<file path="config.mk">
export PLATFORM = sky130hd
export DESIGN_NAME = network_sink_flat
export DESIGN_NICKNAME = d
export VERILOG_FILES = /design/src/rtl/network_sink_pkg.sv /design/src/rtl/network_sink_if.sv /design/src/rtl/network_sink_prio.sv /design/src/rtl/network_sink.sv /design/src/flat_wrapper.sv
export SDC_FILE = /design/constraint.sdc
export NUM_CORES = 1
export LEC_CHECK = 0
export BUFFER_PORTS_ARGS = -buffer_cell sky130_fd_sc_hd__buf_2
export CORE_ASPECT_RATIO = 0.75
export CORE_MARGIN = 2
export CORE_UTILIZATION = 45
export CTS_BUF_LIST = sky130_fd_sc_hd__clkbuf_4 sky130_fd_sc_hd__clkbuf_8
export CTS_CLUSTER_DIAMETER = 40
export DETAILED_ROUTE_END_ITERATION = 8
export PLACE_DENSITY = 0.68
export SLEW_MARGIN = 20
export SYNTH_ARGS = -nofsm -noshare
export SYNTH_HDL_FRONTEND = slang
export SYNTH_HIERARCHICAL = 1
export SYNTH_SLANG_ARGS = --single-unit
</file>
<file path="constraint.sdc">
create_clock -name clk -period 2.3 [get_ports clk]
set_clock_uncertainty 0.2 [all_clocks]
set_input_delay 0.46 -clock clk [delete_from_list [all_inputs] [get_ports clk]]
set_output_delay 0.46 -clock clk [all_outputs]
set_load 0.05 [all_outputs]
</file>
<file path="src/rtl/network_sink_pkg.sv">
// Shared configuration for the network output sink.
// network_config fixes the network geometry; sink_config derives the packet layout.
// Opcode and index widths are fixed here, and snk_width() sizes the packet for a given run-count width.
package network_config;
  localparam int NET_NUM_OUT = 4;
endpackage

package sink_config;
  import network_config::*;

  localparam int OPC_WIDTH = 2;

  typedef enum logic [OPC_WIDTH-1:0] {
    S_NOP     = 2'd0,
    S_RUN     = 2'd1,
    S_SPK     = 2'd2,
    S_NUM_OPS = 2'd3
  } snk_opcode_t;

  localparam int OUT_IDX_WIDTH = (NET_NUM_OUT > 1) ? $clog2(NET_NUM_OUT) : 1;

  // Packet = opcode + a payload field wide enough for either a run count or an output index.
  function automatic int snk_width(input int run_width);
    return OPC_WIDTH + ((run_width > OUT_IDX_WIDTH) ? run_width : OUT_IDX_WIDTH);
  endfunction
endpackage

</file>
<file path="src/rtl/network_sink_if.sv">
// Network-to-sink and sink-to-host handshake bundle.
// Pure wiring, no latency.
// master drives run data and the consumer ready; slave (the sink) drives net_ready and packets.
interface network_sink_if #(
  parameter int SNK_W = sink_config::snk_width(8)
) ();
  import network_config::*;

  logic                   net_valid;
  logic                   net_ready;
  logic [0:NET_NUM_OUT-1] net_out;
  logic                   out_ready;
  logic                   snk_valid;
  logic                   snk_ready;
  logic [SNK_W-1:0]       snk;

  modport master (
    output net_valid, net_out, out_ready, snk_ready,
    input  net_ready, snk_valid, snk
  );

  modport slave (
    input  net_valid, net_out, out_ready, snk_ready,
    output net_ready, snk_valid, snk
  );
endinterface

</file>
<file path="src/rtl/network_sink_prio.sv">
// Lowest-set-bit finder over the pending fire mask.
// Combinational, zero latency.
// No backpressure; any=0 means idx is meaningless (driven 0).
module sink_priority_enc
  import network_config::*, sink_config::*;
(
  input  logic [0:NET_NUM_OUT-1]   mask,
  output logic [OUT_IDX_WIDTH-1:0] idx,
  output logic                     any
);

  // Scan from the top down so the last hit written is the lowest index.
  always_comb begin
    idx = '0;
    for (int i = NET_NUM_OUT - 1; i >= 0; i--) begin
      if (mask[i]) idx = OUT_IDX_WIDTH'(i);
    end
    any = |mask;
  end

endmodule

</file>
<file path="src/rtl/network_sink.sv">
// Serializes each captured network run into S_RUN / S_SPK packets; SINK_RLE_EN coalesces empty runs.
// Latency: first packet registered one cycle after the capturing edge; one packet per cycle after that.
// net_ready is low while packets drain; snk is held stable while snk_valid && !snk_ready.
module network_sink
  import network_config::*, sink_config::*;
#(
  parameter int RUN_WIDTH = 8
) (
  input logic           clk,
  input logic           arstn,
  network_sink_if.slave bus
);

  localparam int SW = snk_width(RUN_WIDTH);
  localparam int PW = SW - OPC_WIDTH;

  typedef enum logic [1:0] {IDLE, EMIT_RUN, SCAN} state_t;

  state_t                   state, state_n;
  logic [0:NET_NUM_OUT-1]   fire_mask, fire_mask_n, mask_clr;
  logic [RUN_WIDTH-1:0]     run_val, run_val_n;
  logic                     snk_valid_q, snk_valid_n;
  logic [SW-1:0]            snk_q, snk_n;
  logic [OUT_IDX_WIDTH-1:0] idx_cur, idx_nxt;
  logic                     any_cur, any_nxt;
  logic                     hs, xfer;

`ifdef SINK_RLE_EN
  localparam logic [RUN_WIDTH-1:0] RUN_MAX = '1;
  logic [RUN_WIDTH-1:0] idle_cnt, idle_cnt_n, idle_inc;
`else
  wire unused_out_ready = bus.out_ready;
`endif

  function automatic logic [SW-1:0] pack_run(input logic [RUN_WIDTH-1:0] cnt);
    logic [SW-1:0] p;
    p = '0;
    p[SW-1 -: OPC_WIDTH] = S_RUN;
    p[PW-1 -: RUN_WIDTH] = cnt;
    return p;
  endfunction

  function automatic logic [SW-1:0] pack_spk(input logic [OUT_IDX_WIDTH-1:0] idx);
    logic [SW-1:0] p;
    p = '0;
    p[SW-1 -: OPC_WIDTH]     = S_SPK;
    p[PW-1 -: OUT_IDX_WIDTH] = idx;
    return p;
  endfunction

  assign hs   = bus.net_valid && (state == IDLE);
  assign xfer = snk_valid_q && bus.snk_ready;

  // idx_cur is the packet being shown in SCAN; idx_nxt is what follows once it transfers.
  sink_priority_enc u_enc_cur (.mask(fire_mask), .idx(idx_cur), .any(any_cur));
  sink_priority_enc u_enc_nxt (.mask(mask_clr),  .idx(idx_nxt), .any(any_nxt));

  // Next-state, counters and the next packet to register.
  always_comb begin
    state_n     = state;
    fire_mask_n = fire_mask;
    run_val_n   = run_val;
    snk_valid_n = snk_valid_q;
    snk_n       = snk_q;
    mask_clr    = fire_mask;
    mask_clr[idx_cur] = 1'b0;
`ifdef SINK_RLE_EN
    idle_cnt_n  = idle_cnt;
    idle_inc    = idle_cnt + 1'b1;
`endif
    case (state)
      IDLE: begin
`ifdef SINK_RLE_EN
        if (hs && (|bus.net_out)) begin
          fire_mask_n = bus.net_out;
          run_val_n   = idle_inc;
          idle_cnt_n  = '0;
          state_n     = EMIT_RUN;
        end else if (hs) begin
          if ((idle_inc == RUN_MAX) || bus.out_ready) begin
            run_val_n  = idle_inc;
            idle_cnt_n = '0;
            state_n    = EMIT_RUN;
          end else begin
            idle_cnt_n = idle_inc;
          end
        end else if (bus.out_ready && (idle_cnt != '0)) begin
          run_val_n  = idle_cnt;
          idle_cnt_n = '0;
          state_n    = EMIT_RUN;
        end
`else
        if (hs) begin
          fire_mask_n = bus.net_out;
          run_val_n   = RUN_WIDTH'(1);
          state_n     = EMIT_RUN;
        end
`endif
        if (state_n == EMIT_RUN) begin
          snk_valid_n = 1'b1;
          snk_n       = pack_run(run_val_n);
        end
      end
      EMIT_RUN: begin
        if (xfer) begin
          if (any_cur) begin
            state_n = SCAN;
            snk_n   = pack_spk(idx_cur);
          end else begin
            state_n     = IDLE;
            snk_valid_n = 1'b0;
            snk_n       = '0;
          end
        end else begin
          snk_n = pack_run(run_val);
        end
      end
      SCAN: begin
        if (xfer) begin
          fire_mask_n = mask_clr;
          if (any_nxt) begin
            snk_n = pack_spk(idx_nxt);
          end else begin
            state_n     = IDLE;
            snk_valid_n = 1'b0;
            snk_n       = '0;
          end
        end
      end
      default: state_n = IDLE;
    endcase
  end

  // State, counters and the registered packet output.
  always_ff @(posedge clk or negedge arstn) begin
    if (!arstn) begin
      state       <= IDLE;
      fire_mask   <= '0;
      run_val     <= '0;
      snk_valid_q <= 1'b0;
      snk_q       <= '0;
`ifdef SINK_RLE_EN
      idle_cnt    <= '0;
`endif
    end else begin
      state       <= state_n;
      fire_mask   <= fire_mask_n;
      run_val     <= run_val_n;
      snk_valid_q <= snk_valid_n;
      snk_q       <= snk_n;
`ifdef SINK_RLE_EN
      idle_cnt    <= idle_cnt_n;
`endif
    end
  end

  assign bus.net_ready = (state == IDLE);
  assign bus.snk_valid = snk_valid_q;
  assign bus.snk       = snk_q;

endmodule

</file>
<file path="src/flat_wrapper.sv">
// flat-port wrapper written by rule: the top's interface ports become plain ports
module network_sink_flat import network_config::*, sink_config::*;
#(
  parameter int RUN_WIDTH = 8
)
  (clk, arstn, bus_net_valid, bus_net_out, bus_out_ready, bus_snk_ready, bus_net_ready, bus_snk_valid, bus_snk);
  network_sink_if #(.SNK_W((snk_width((8))))) bus_i ();
  input logic clk;
  input logic arstn;
  input wire logic [$bits(bus_i.net_valid)-1:0] bus_net_valid;
  input wire logic [$bits(bus_i.net_out)-1:0] bus_net_out;
  input wire logic [$bits(bus_i.out_ready)-1:0] bus_out_ready;
  input wire logic [$bits(bus_i.snk_ready)-1:0] bus_snk_ready;
  output wire logic [$bits(bus_i.net_ready)-1:0] bus_net_ready;
  output wire logic [$bits(bus_i.snk_valid)-1:0] bus_snk_valid;
  output wire logic [$bits(bus_i.snk)-1:0] bus_snk;
  assign bus_i.net_valid = bus_net_valid;
  assign bus_i.net_out = bus_net_out;
  assign bus_i.out_ready = bus_out_ready;
  assign bus_i.snk_ready = bus_snk_ready;
  assign bus_net_ready = bus_i.net_ready;
  assign bus_snk_valid = bus_i.snk_valid;
  assign bus_snk = bus_i.snk;
  network_sink #(.RUN_WIDTH(RUN_WIDTH)) u_core (.clk(clk), .arstn(arstn), .bus(bus_i));
endmodule
</file>
### Word level (Yosys, flattened, before mapping)

Index checks and enable logic that the tools add are counted.

| word-level totals | value |
|---|---|
| input port bits | 9 |
| word-level logic and storage cells | 64 |
| output and inout bits | 12 |
| bits in registers | 25 |

| cells by class | value |
|---|---|
| muxes and demuxes | 33 |
| equal/unequal tests | 9 |
| order comparisons | 2 |
| reductions and logical operators | 12 |
| bitwise logic cells | 3 |

Operator list:

| kind | number |
|---|---|
| $mux 10 | 5 |
| $pmux 10 s3 | 1 |
| $mux 2 | 14 |
| $reduce_and 3->1 | 3 |
| $mux 4 | 2 |
| $mux 8 | 1 |
| $ne 2x1->1 const B | 4 |
| $pmux 4 s2 | 1 |
| $reduce_or 4->1 | 2 |
| $mux 1 | 6 |
| $pmux 2 s3 | 1 |
| $reduce_and 6->1 | 1 |
| $and 4x4->4 | 1 |
| $eq 2x1->1 const B | 2 |
| $ne 2x2->1 const B | 2 |
| $not 4->4 | 1 |
| $ge 3x3->1 const B | 1 |
| $logic_and 1x1->1 | 3 |
| $lt 3x1->1 const B | 1 |
| $not 2->3 | 1 |
| $pmux 1 s3 | 1 |
| $reduce_bool 3->1 | 1 |
| $demux 1 s2 | 1 |
| $eq 2x2->1 const B | 1 |
| 2 further kinds | 2 |

### Depth between registers and ports, before layout

Gate-level depths: netlist of the first run.

| logic depth | value |
|---|---|
| depth after elaboration | 18 |
| mapped depth | 10 |
| gate-level depth less buffers | 10 |

### Modules after synthesis

Netlist of the first run, hierarchy kept.

By module, submodules not included:

| module | instances | seq. area each (um2) | cells each | area an instance (um2) |
|---|---|---|---|---|
| network_sink | 1 | 625.6 | 113 | 1197.4 |
| sink_priority_enc | 2 | 0.0 | 7 | 35.0 |

### Worst setup path before layout of the first run

Ideal clock, no wire load.

| path | value |
|---|---|
| path type | register to register |
| start point | register u_core.state[0] |
| end point | register u_core.snk_q[1] (netlist: u_core/bus.snk[1]) |
| path slack | 0.006 ns |
| required time | 2.035 ns |
| cell stages (with the launch flop) | 7 |
| path buffers | 0 |
| arrival | 2.029 ns |
| path through | dfrtp_1 > inv_1 > ha_1 > and2b_2 > a221o_2 > nor3_4 > a22o_2 |

| between the ends | value |
|---|---|
| cells in the longest elaborated chain, start to end | 7 |
| elaborated cells between the ends (all ways) | 14 |
| classes of those cells | eq/ne: 5; mux: 5; reduce/logical: 4 |

RTL lines:

| item | RTL line | text |
|---|---|---|
| start, declared | network_sink.sv:19 | `state_t state, state_n;` |
| start signal, assigned | network_sink.sv:146 | `state <= state_n;` |
| $logic_not 2->1 * | n/a |  |
| named net bus_net_ready | flat_wrapper.sv:14 | `output wire logic [$bits(bus_i.net_ready)-1:0] bus_net_ready;` |
| $logic_and 1x1->1 | network_sink.sv:51 | `assign hs = bus.net_valid && (state == IDLE);` |
| $mux 2 | network_sink.sv:93 | `if (hs) begin` |
| $mux 2 | network_sink.sv:71 | `case (state)` |
| $eq 2x1->1 | network_sink.sv:99 | `if (state_n == EMIT_RUN) begin` |
| $ne 2x1->1 (no line) | n/a |  |
| $reduce_and 3->1 (no line) | n/a |  |
| end signal, assigned | network_sink.sv:150 | `snk_q <= snk_n;` |
| end, declared | network_sink.sv:23 | `logic [SW-1:0] snk_q, snk_n;` |

Mark *: on every way through the listed nets, which the timed path passes. The rest lies on a longest branch. The select of a mux whose other input is x is not followed.
A chain may end at the register's enable or synchronous reset.

### Final worst setup path of the first run

| path | value |
|---|---|
| start point | register u_core/fire_mask[2] (netlist name) |
| end point | register u_core.state[1] |

| between the ends | value |
|---|---|
| cells in the longest elaborated chain, start to end | 13 |
| elaborated cells between the ends (all ways) | 18 |
| classes of those cells | order compare: 2; eq/ne: 1; mux: 8; bitwise: 3; reduce/logical: 4 |

RTL lines:

| item | RTL line | text |
|---|---|---|
| start, declared | network_sink.sv:20 | `logic [0:NET_NUM_OUT-1] fire_mask, fire_mask_n, mask_clr;` |
| start signal, assigned | network_sink.sv:147 | `fire_mask <= fire_mask_n;` |
| $mux 2 * (3 in a row) | network_sink_prio.sv:16 | `if (mask[i]) idx = OUT_IDX_WIDTH'(i);` |
| named net u_core.idx_cur[1] | network_sink.sv:24 | `logic [OUT_IDX_WIDTH-1:0] idx_cur, idx_nxt;` |
| $not 2->3 (not written as such) * | network_sink.sv:66 | `mask_clr[idx_cur] = 1'b0;` |
| $ge 3x3->1 (not written as such) / $lt 3x1->1 (equally long branches) | network_sink.sv:66 |  |
| $logic_and 1x1->1 (not written as such) | network_sink.sv:66 |  |
| $mux 1 (not written as such) | network_sink.sv:66 |  |
| $demux 1 s2 * | network_sink.sv:66 |  |
| $not 4->4 (no line) * | n/a |  |
| $and 4x4->4 (no line) * | n/a |  |
| named net u_core.mask_clr (one bit) | network_sink.sv:20 |  |
| $reduce_or 4->1 * | network_sink_prio.sv:18 | `any = \|mask;` |
| named net u_core.any_nxt | network_sink.sv:25 | `logic any_cur, any_nxt;` |
| $ne 2x2->1 (no line) * | n/a |  |
| $reduce_and 3->1 (no line) * | n/a |  |

Marked as above.

==> results of run 1 <==
[worst max-delay path: stages, from the launching register on]
cell and delay (ps):
dfrtp_1 410, nor2_1 190, nor3_2 80, buf_4 150
o21a_1 240, nor2_1 120, nand2_1 140, o22a_1 280
o21ai_0 140, o21ai_0 100
[cells in the final DEF (no fill, tap or decap), drive strengths merged]
| cell type | n |
|---|---|
| and2 | 7 |
| a41oi | 1 |
| clkbuf | 4 |
| o22ai | 2 |
| mux2i | 4 |
| o31ai | 2 |
| dlygate4sd3 | 1 |
| a221o | 1 |
| o21a | 2 |
| a21boi | 3 |
| buf | 26 |
| and2b | 1 |
| a21o | 2 |
| nand2 | 14 |
| o21ai | 6 |
| nor2 | 15 |
| inv | 6 |
| a22o | 5 |
| nand2b | 4 |
| a211oi | 1 |
| nor3 | 3 |
| a31oi | 1 |
| a21oi | 10 |
| o22a | 1 |
| ha | 4 |
| and4 | 2 |
| dfrtp | 25 |
| nand3 | 2 |
[sequential cells by signal (all words and copies together), names as in the netlist]
| register | flops |
|---|---|
| u_core/bus.snk | 10 |
| u_core/bus.snk_valid | 1 |
| u_core/fire_mask | 4 |
| u_core/run_val | 8 |
| u_core/state | 2 |
[power breakdown]
part,internal (mW),total [mW],switching [mW]
Clock,0.135,0.259,0.124
Combinational,0.0237,0.0574,0.0337
Sequential,0.443,0.447,0.00478
Total,0.602,0.764,0.162
[kinds of logic after synthesis]
kind of cell             count (synthesis)  synth area share, %
multiplexers                             4                3.159
buffers and inverters                    9                3.258
flip-flops                              25                49.36
AO/OA/AOI/OAI                           37                20.53
AND/OR/NAND/NOR                         48                19.74
adder cells (fa/ha/maj)                  4                3.949
[how the worst min path moves through the flow]
stage / end / slack (ps) / cells past startpoint
floorplan: u_core/bus.snk[0]$_DFFE_PN0P_ / -40 / 0
global placement: u_core/run_val[0]$_DFFE_PN0N_ / 250 / 1
detailed placement: u_core/run_val[0]$_DFFE_PN0N_ / 250 / 1
CTS: u_core/run_val[0]$_DFFE_PN0N_ / 280 / 1
global route: u_core/fire_mask[3]$_DFFE_PN0P_ / 290 / 3
finish: u_core/run_val[0]$_DFFE_PN0N_ / 270 / 1
[repair_timing]
| item | in CTS | in global routing |
|---|---|---|
| hold buffers | 1 | 0 |
| resized for setup | 0 | 5 |
| endpoints found under the setup margin | 0 | 10 |
| buffers inserted | 0 | 1 |
| hold endpoints to repair | 25 | 0 |
[layout make-up]
type	count	area (um^2)
Clock buffer	4	48.80
Fill cell	249	1127
Inverter	6	22.52
Multi-Input combinational cell	93	615.6
Sequential cell	25	625.6
Tap cell	36	45.04
Timing Repair Buffer	27	157.7
[routing by layer]
metal  GRT usage [%]  share of wire (%)
met4           3.125               0.50
met3           4.795                4.0
met2           28.06                 47
met1           24.67                 49
met5               0                  0
==> qor.yml, run 1 <==
floorplan:
  chipHeight_um: 49.96
  die_w_um: 65.28
  dieArea_um2: 3261
  initial_core_util_pct: 47.96
  ios: 21
  core-area_um2: 2643
  num_rows: 16
clock_tree:
  clockRootBuffer: "clkbuf_8"
  clk_latency_ps: 260
  cts_tree: "done"
  ctsLongestPathBuffers: 2
  cts-buffers-inserted: 3
  htree_levels: 1
  clock_sinks: 25
  clkTransAtPathRegs_ps: 80
worst_setup_path:
  crit_fanout: 5
  startpoint_type: "register"
  setup.worst_path.end: "u_core/state[1]$_DFFE_PN0P_"
  crit_start: "u_core/fire_mask[2]$_DFFE_PN0P_"
  r2r-start: "u_core/fire_mask[2]$_DFFE_PN0P_"
  cp_data_required_time_ps: 2250
  ff2ff_setup_slack_ps: 140
  r2r_end: "u_core/state[1]$_DFFE_PN0P_"
  worstRegToRegCells: 9
  crit_arrival_ps: 2110
  worstSetupEndpointType: "register"
  critPathKind: "reg -> reg"
synthesis:
  ys_seq_area_share_pct: 49.36
  synth_edf_count: 0
  yosysTopAreaCell: "dfrtp_1"
  synth_common_cells: "25 x dfrtp_1, 15 x nor2_1, 13 x nand2_1"
  synth.distinct_cells: 31
  async_flop_share_pct: 100.0
  synth_top_cell_area_share_pct: 49.36
  synth-seq-cells: 25
  synth_cells: 127
  synth.area.top_cells: "dfrtp_1 49%, nor2_1 4.4%, a22o_2 3.9%"
  netlist_area_um2: 1267
  synth.most_common_cell: "dfrtp_1"
  ys.flop_type: "dfrtp_1"
  postSynthAreaPerCell_um2: 9.980
  yosys_warnings: 6
  syn_nets: 140
timing:
  finalCritPeriodShare_pct: 93.91
  finalHoldViolations: 0
  slew_violations: 0
  timing.final.ws_setup_ps: 140.2
  holdWs_ps: 273.0
  finalSetupTns_ps: 0
  setup_violations: 0
  relSlewSlack_pct: 63.00
  period_needed_ps: 2160
  tightest_slew_ps: 555.0
  max_freq_mhz: 463.0
drt:
  drtIter0Drc: 73
  wl_per_cell_um: 13.62
  route.detailed.drc: 0
  first_pass_iters: 4
  viasPerCell: 5.168
  ant_nets: 0
  routed_wl_mm: 2.601
  via_count: 987
layout:
  utilization_pct: 57.34
  layout.nets: 169
  fin_cells: 191
  syn2layout_area_growth_pct: 19.55
  design_area_um2: 1515
  drive_gt1_share_pct: 29.03
  diodes: 0
grt:
  antenna_found_initial: 0
  track_usage_pct: 17.71
  grt_start_max_net_pins: 26
  grt_pass1_vias: 919
  grt_pass1_wl_mm: 4.353
  grt_overflow: 0
placement:
  dp_slack_ps: 112.5
  gp_congestion: 0.8865
  postPlaceCellArea_um2: 1434
  dp_hpwl_mm: 1.857
  dp_cells: 185
  port_buffers: 19
worst_hold_path:
  hp-class: "reg -> reg"
  hp-start: "u_core/run_val[0]$_DFFE_PN0N_"
status:
  status: "finished clean"
power:
  p_total_mw: 0.7636
  pwr_density_cell_nw_per_um2: 504.0
  irDropWorstVdd_mv: 0.4436
  p_leak_nw: 0.8231
job:
  maxCapViolations: 0
No activity file was read; power rests on OpenSTA's default activity.
==> run 2: changes to the inputs <==
SYNTH_HIERARCHICAL = default   (was 1)
==> run 2 against run 1 <==
  * The run now ends with hold timing left
  * Cell count decreased by 8.9%
  * Setup slack improved by 30 ps
  * Design area decreased by 4.2%
  * Synthesized cell count decreased by 8.7%
  * First-iteration DRC count decreased by 49%
  * Maximum frequency increased by 1.4%
  * Utilization decreased by 2.4 points
==> qor.yml, run 2 <==
floorplan:
  core-area_um2: 2643
  dieArea_um2: 3276
  initial_core_util_pct: 48.20
  num_rows: 16
  die_w_um: 65.43
  chipHeight_um: 50.08
  ios: 21
layout:
  utilization_pct: 54.92
  fin_cells: 174
  diodes: 0
  syn2layout_area_growth_pct: 13.95
  design_area_um2: 1451
  drive_gt1_share_pct: 26.09
  layout_commonest_cell: "dfrtp_1"
  layout.nets: 152
  multi_input_area_um2: 584.3
  ff_latch_area_um2: 625.6
  layout_common_cells: "25 x dfrtp_1, 19 x buf_2, 11 x nand2_1, 10 x a22o_1, 8 x nor2_1"
  n_fill_cell: 247
  largest_reg_flops: 10
synthesis:
  ys.flop_type: "dfrtp_1"
  synth.most_common_cell: "dfrtp_1"
  synth_common_cells: "25 x dfrtp_1, 11 x nand2_1, 10 x a22o_1"
  synth.area.top_cells: "dfrtp_1 49%, a22o_1 6.9%, ha_1 3.9%"
  synth-seq-cells: 25
  synth_top_cell_area_share_pct: 49.12
  yosys_warnings: 0
  syn_nets: 129
  synth.distinct_cells: 39
  async_flop_share_pct: 100.0
  synth_cells: 116
  yosysTopAreaCell: "dfrtp_1"
  synth_edf_count: 0
  postSynthAreaPerCell_um2: 10.98
  netlist_area_um2: 1274
  ys_seq_area_share_pct: 49.12
timing:
  finalHoldViolations: 25
  setup_violations: 0
  finalCritPeriodShare_pct: 92.60
  finalSetupTns_ps: 0
  timing.final.ws_setup_ps: 170.3
  relSlewSlack_pct: 64.44
  period_needed_ps: 2130
  rsz0062_at_grt: "no"
  max_freq_mhz: 469.5
  holdWs_ps: -25.09
  slew_violations: 0
  tightest_slew_ps: 533.4
worst_setup_path:
  crit_fanout: 11
  r2r-start: "u_core.state[1]$_DFFE_PN0P_"
  critPathKind: "reg -> reg"
  crit_start: "u_core.state[1]$_DFFE_PN0P_"
  worstRegToRegCells: 6
  startpoint_type: "register"
  crit_arrival_ps: 2080
  setup.worst_path.end: "u_core.bus.snk[2]$_DFFE_PN0P_"
  cp_data_required_time_ps: 2250
  r2r_end: "u_core.bus.snk[2]$_DFFE_PN0P_"
  ff2ff_setup_slack_ps: 170
  worstSetupEndpointType: "register"
drt:
  ant_nets: 0
  route.detailed.drc: 0
  via_count: 928
  first_pass_iters: 4
  wl_met3_um: 91
  wl_per_cell_um: 13.59
  viasPerCell: 5.333
  routed_wl_mm: 2.364
  wl_met1_mm: 1.229
  route.met2.wl_mm: 1.023
  top_layer: "met4"
  drtIter0Drc: 37
grt:
  grt_start_max_net_pins: 26
  antenna_found_initial: 0
  grt_pass1_vias: 925
  grt_overflow: 0
  grt_pass1_wl_mm: 4.257
  track_usage_pct: 16.85
clock_tree:
  cts-buffers-inserted: 3
  clk_latency_ps: 260
  cts_resized: 0
  postCtsHoldBufs: 0
  clkTransAtPathRegs_ps: 80
  clockRootBuffer: "clkbuf_8"
  clock_sinks: 25
  post_cts_buffers: 0
  ctsLongestPathBuffers: 2
  htree_levels: 1
  cts_tree: "done"
status:
  violations: "hold timing"
  status: "finished with violations"
placement:
  dp_slack_ps: 199.0
  postPlaceCellArea_um2: 1403
  port_buffers: 19
  dp_hpwl_mm: 1.776
  dp_cells: 170
  gp_congestion: 0.8343
power:
  p_total_mw: 2.108
  irDropWorstVdd_mv: 0.5589
  pwr_density_cell_nw_per_um2: 1452
  p_leak_nw: 0.6891
worst_hold_path:
  hp-class: "in -> async"
job:
  maxCapViolations: 0
[run 2: cell count changes in the layout (fill, tap and decap cells not counted), moves of 3 or more]
| cell | previous run | this run |
|---|---|---|
| a22o_1 | 0 | 10 |
| nor2_1 | 15 | 8 |
| a22o_2 | 5 | 0 |
| mux2i_1 | 4 | 0 |
| a21oi_1 | 8 | 5 |
| buf_4 | 7 | 4 |
[run 2: logic make-up after synthesis]
group,Yosys count,synth area share [%]
buffers and inverters,11,5.009
muxes,1,1.178
AOI/OAI and AO/OA,38,24.46
and+or+nand+nor,37,16.31
DFF,25,49.12
adders and majority gates,4,3.929
[run 2: worst min-delay path by stage]
| stage | start | to | slack (ps) | cells after the start |
|---|---|---|---|---|
| 6_report | arstn | u_core.bus.snk[9]$_DFFE_PN0P_ | -30 | 1 |
| 4_1_cts | arstn | u_core.bus.snk[9]$_DFFE_PN0P_ | 2 | 1 |
| 3_5_place_dp | u_core.bus.snk[8]$_DFFE_PN0P_ | u_core.bus.snk[8]$_DFFE_PN0P_ | 270 | 2 |
| 5_1_grt | arstn | u_core.state[1]$_DFFE_PN0P_ | 10 | 1 |
| 2_1_floorplan | arstn | u_core.bus.snk[0]$_DFFE_PN0P_ | -40 | 0 |
| 3_3_place_gp | u_core.bus.snk[9]$_DFFE_PN0P_ | u_core.bus.snk[9]$_DFFE_PN0P_ | 260 | 2 |
[run 2: final cells by class]
type | count | area share (%)
flip-flops and latches | 25 | 43.10
well taps | 36 | 3.103
inverters | 6 | 1.552
repair buffers | 23 | 8.621
clock buffers | 4 | 3.362
multi-input cells | 80 | 40.26
[run 2: power by group]
part	leakage (nW)	switching, mW	internal (mW)
logic	0.337	0.729	0.440
registers	0.326	0.144	0.539
clock network	0.0262	0.120	0.135
total	0.689	0.993	1.11
[run 2: worst max-delay path, stage by stage (launching register included)]
cell	delay [ps]
dfrtp_1	410
inv_1	90
ha_1	240
nor2b_1	180
a221o_2	470
buf_4	200
a22o_1	230
[run 2: layer usage]
metal	vias up	GRT usage [%]
met5	-	0
met4	0	3.125
met3	2	4.566
met2	15	26.53
met1	444	23.51
li1	467	-
==> run 3: changes to the inputs <==
PLACE_DENSITY = 0.71   (was 0.68)
clock period = 1.9 ns   (was 2.3 ns; I/O delays follow)
==> run 3 against run 2 <==
  * The flow now finishes without violations
  * Combinational power up 61%
  * Cell count up 9.2%
  * Flip-flop and latch count unchanged
  * Maximum frequency up 13%
  * First-iteration DRC count up 41%
  * Critical path depth unchanged
  * Largest cell class is now multi-input combinational cells
  * Highest routed layer unchanged
==> qor.yml, run 3 (synthesis gave the netlist of run 2 again) <==
status:
  status: "finished clean"
worst_setup_path:
  crit_arrival_ps: 1840
  crit_family: "flip-flops"
  crit_chain: "buf_4 -> ha_4 -> o2bb2ai_2 -> o31a_1 -> nand3_1 -> mux2_4"
  worst_path_max_delay_cell: "dfrtp_1"
  critPathKind: "reg -> reg"
  cp_data_required_time_ps: 1850
  startpoint_type: "register"
  crit_fanout: 5
  worstSetupEndpointType: "register"
  crit_buf_inv: 1
  cpPeakStageDelay_ps: 410
layout:
  layout_common_cells: "23 x dfrtp_1, 18 x buf_2, 17 x buf_4, 10 x nand2_1, 10 x a22o_1"
  drive_gt1_share_pct: 43.51
  syn2layout_area_growth_pct: 30.84
  largest_reg_flops: 10
  layout.nets: 168
  layout_commonest_cell: "dfrtp_1"
  diodes: 0
timing:
  finalSetupTns_ps: 0
  relSlewSlack_pct: 64.29
  period_needed_ps: 1884
  rsz0062_at_grt: "yes"
  finalCritPeriodShare_pct: 99.16
  holdWs_ps: 145.2
  slew_violations: 0
  tightest_slew_ps: 535.7
  finalHoldViolations: 0
  setup_violations: 0
  max_freq_mhz: 530.8
clock_tree:
  clock_sinks: 25
  cts_tree: "done"
  clkTransAtPathRegs_ps: 80
  cts-buffers-inserted: 3
  ctsLongestPathBuffers: 2
  clockRootBuffer: "clkbuf_8"
  clk_latency_ps: 260
  htree_levels: 1
job:
  maxCapViolations: 0
floorplan:
  chipHeight_um: 50.08
  core-area_um2: 2643
  die_w_um: 65.43
  initial_core_util_pct: 48.20
  num_rows: 16
  dieArea_um2: 3276
  ios: 21
drt:
  wl_per_cell_um: 14.92
  routed_wl_mm: 2.834
  ant_nets: 0
  route.detailed.drc: 0
  drtIter0Drc: 52
  viasPerCell: 5.342
  first_pass_iters: 4
  via_count: 1015
grt:
  grt_overflow: 0
  grt_pass1_vias: 1048
  grt_start_max_net_pins: 26
  antenna_found_initial: 0
  grt_pass1_wl_mm: 4.968
  track_usage_pct: 20.09
power:
  p_total_mw: 3.031
  p_leak_nw: 0.7809
  irDropWorstVdd_mv: 0.6976
  pwr_density_cell_nw_per_um2: 1818
placement:
  dp_hpwl_mm: 2.059
  port_buffers: 19
  gp_congestion: 0.8583
worst_hold_path:
  hp-class: "in -> reg"
## run 3: metal layers
metal	vias up	wire length, um	global-route usage (%)
li1	497	-	-
met1	491	1368	28.28
met2	25	1335	31.63
met3	2	108	4.566
met4	0	21	4.514
met5	-	0	0
## run 3: worst paths after layout
kind                                               startpoint                          endpoint  slack, ps  cells past startpoint
worst max-delay path              u_core.state[1]$_DFFE_PN0P_  u_core.bus.snk_valid$_DFFE_PN0P_         20                      6
min in group asynchronous                               arstn     u_core.bus.snk[7]$_DFFE_PN0P_        420                      2
worst min register to register  u_core.bus.snk[8]$_DFFE_PN0P_     u_core.bus.snk[8]$_DFFE_PN0P_        280                      2
worst min-delay path                           bus_net_out[2]   u_core.fire_mask[1]$_DFFE_PN0P_        150                      2
max in group asynchronous                               arstn       u_core.state[0]$_DFFE_PN0P_        680                      2
worst max register to register    u_core.state[1]$_DFFE_PN0P_  u_core.bus.snk_valid$_DFFE_PN0P_         20                      6
## run 3: power by group
| group | leakage [nW] | internal [mW] | switching, mW |
|---|---|---|---|
| combinational | 0.431 | 0.828 | 1.05 |
| sequential | 0.324 | 0.658 | 0.177 |
| clock | 0.0262 | 0.164 | 0.153 |
## run 3: what timing repair did
action                                  in CTS  in global routing
setup buffers                                0                  2
hold buffers                                 1                  0
resized for setup                            6                  9
endpoints found under the setup margin       6                 15
pin swaps                                    0                  6
gates cloned                                 0                  0
endpoints found under the hold margin       25                  0
## run 3: metrics by stage
step                      instances  setup WS [ps]  util (%)  cell area (um^2)
final                           190          15.92     63.07              1667
after global routing            190         -57.60     63.07              1667
after CTS                       188         -17.40     61.13              1615
after detailed placement        183         -51.17     57.72              1525
after global placement          183        -0.8746     57.72              1525
after floorplan                 116         -7.710         -              1299
## run 3: area by class of cell
cell class                      count  area (um^2)
Tap cell                           36        45.04
Fill cell                         233        975.9
Clock buffer                        4        48.80
Sequential cell                    25        628.1
Timing Repair Buffer               39        261.5
Multi-Input combinational cell     80        658.1
Inverter                            6        25.02
## run 3: worst register-to-register path: stages (launching register included)
cell and delay [ps]:
dfrtp_1 410, buf_4 150, ha_4 180, o2bb2ai_2 190, o31a_1 200, nand3_1 120, mux2_4 320
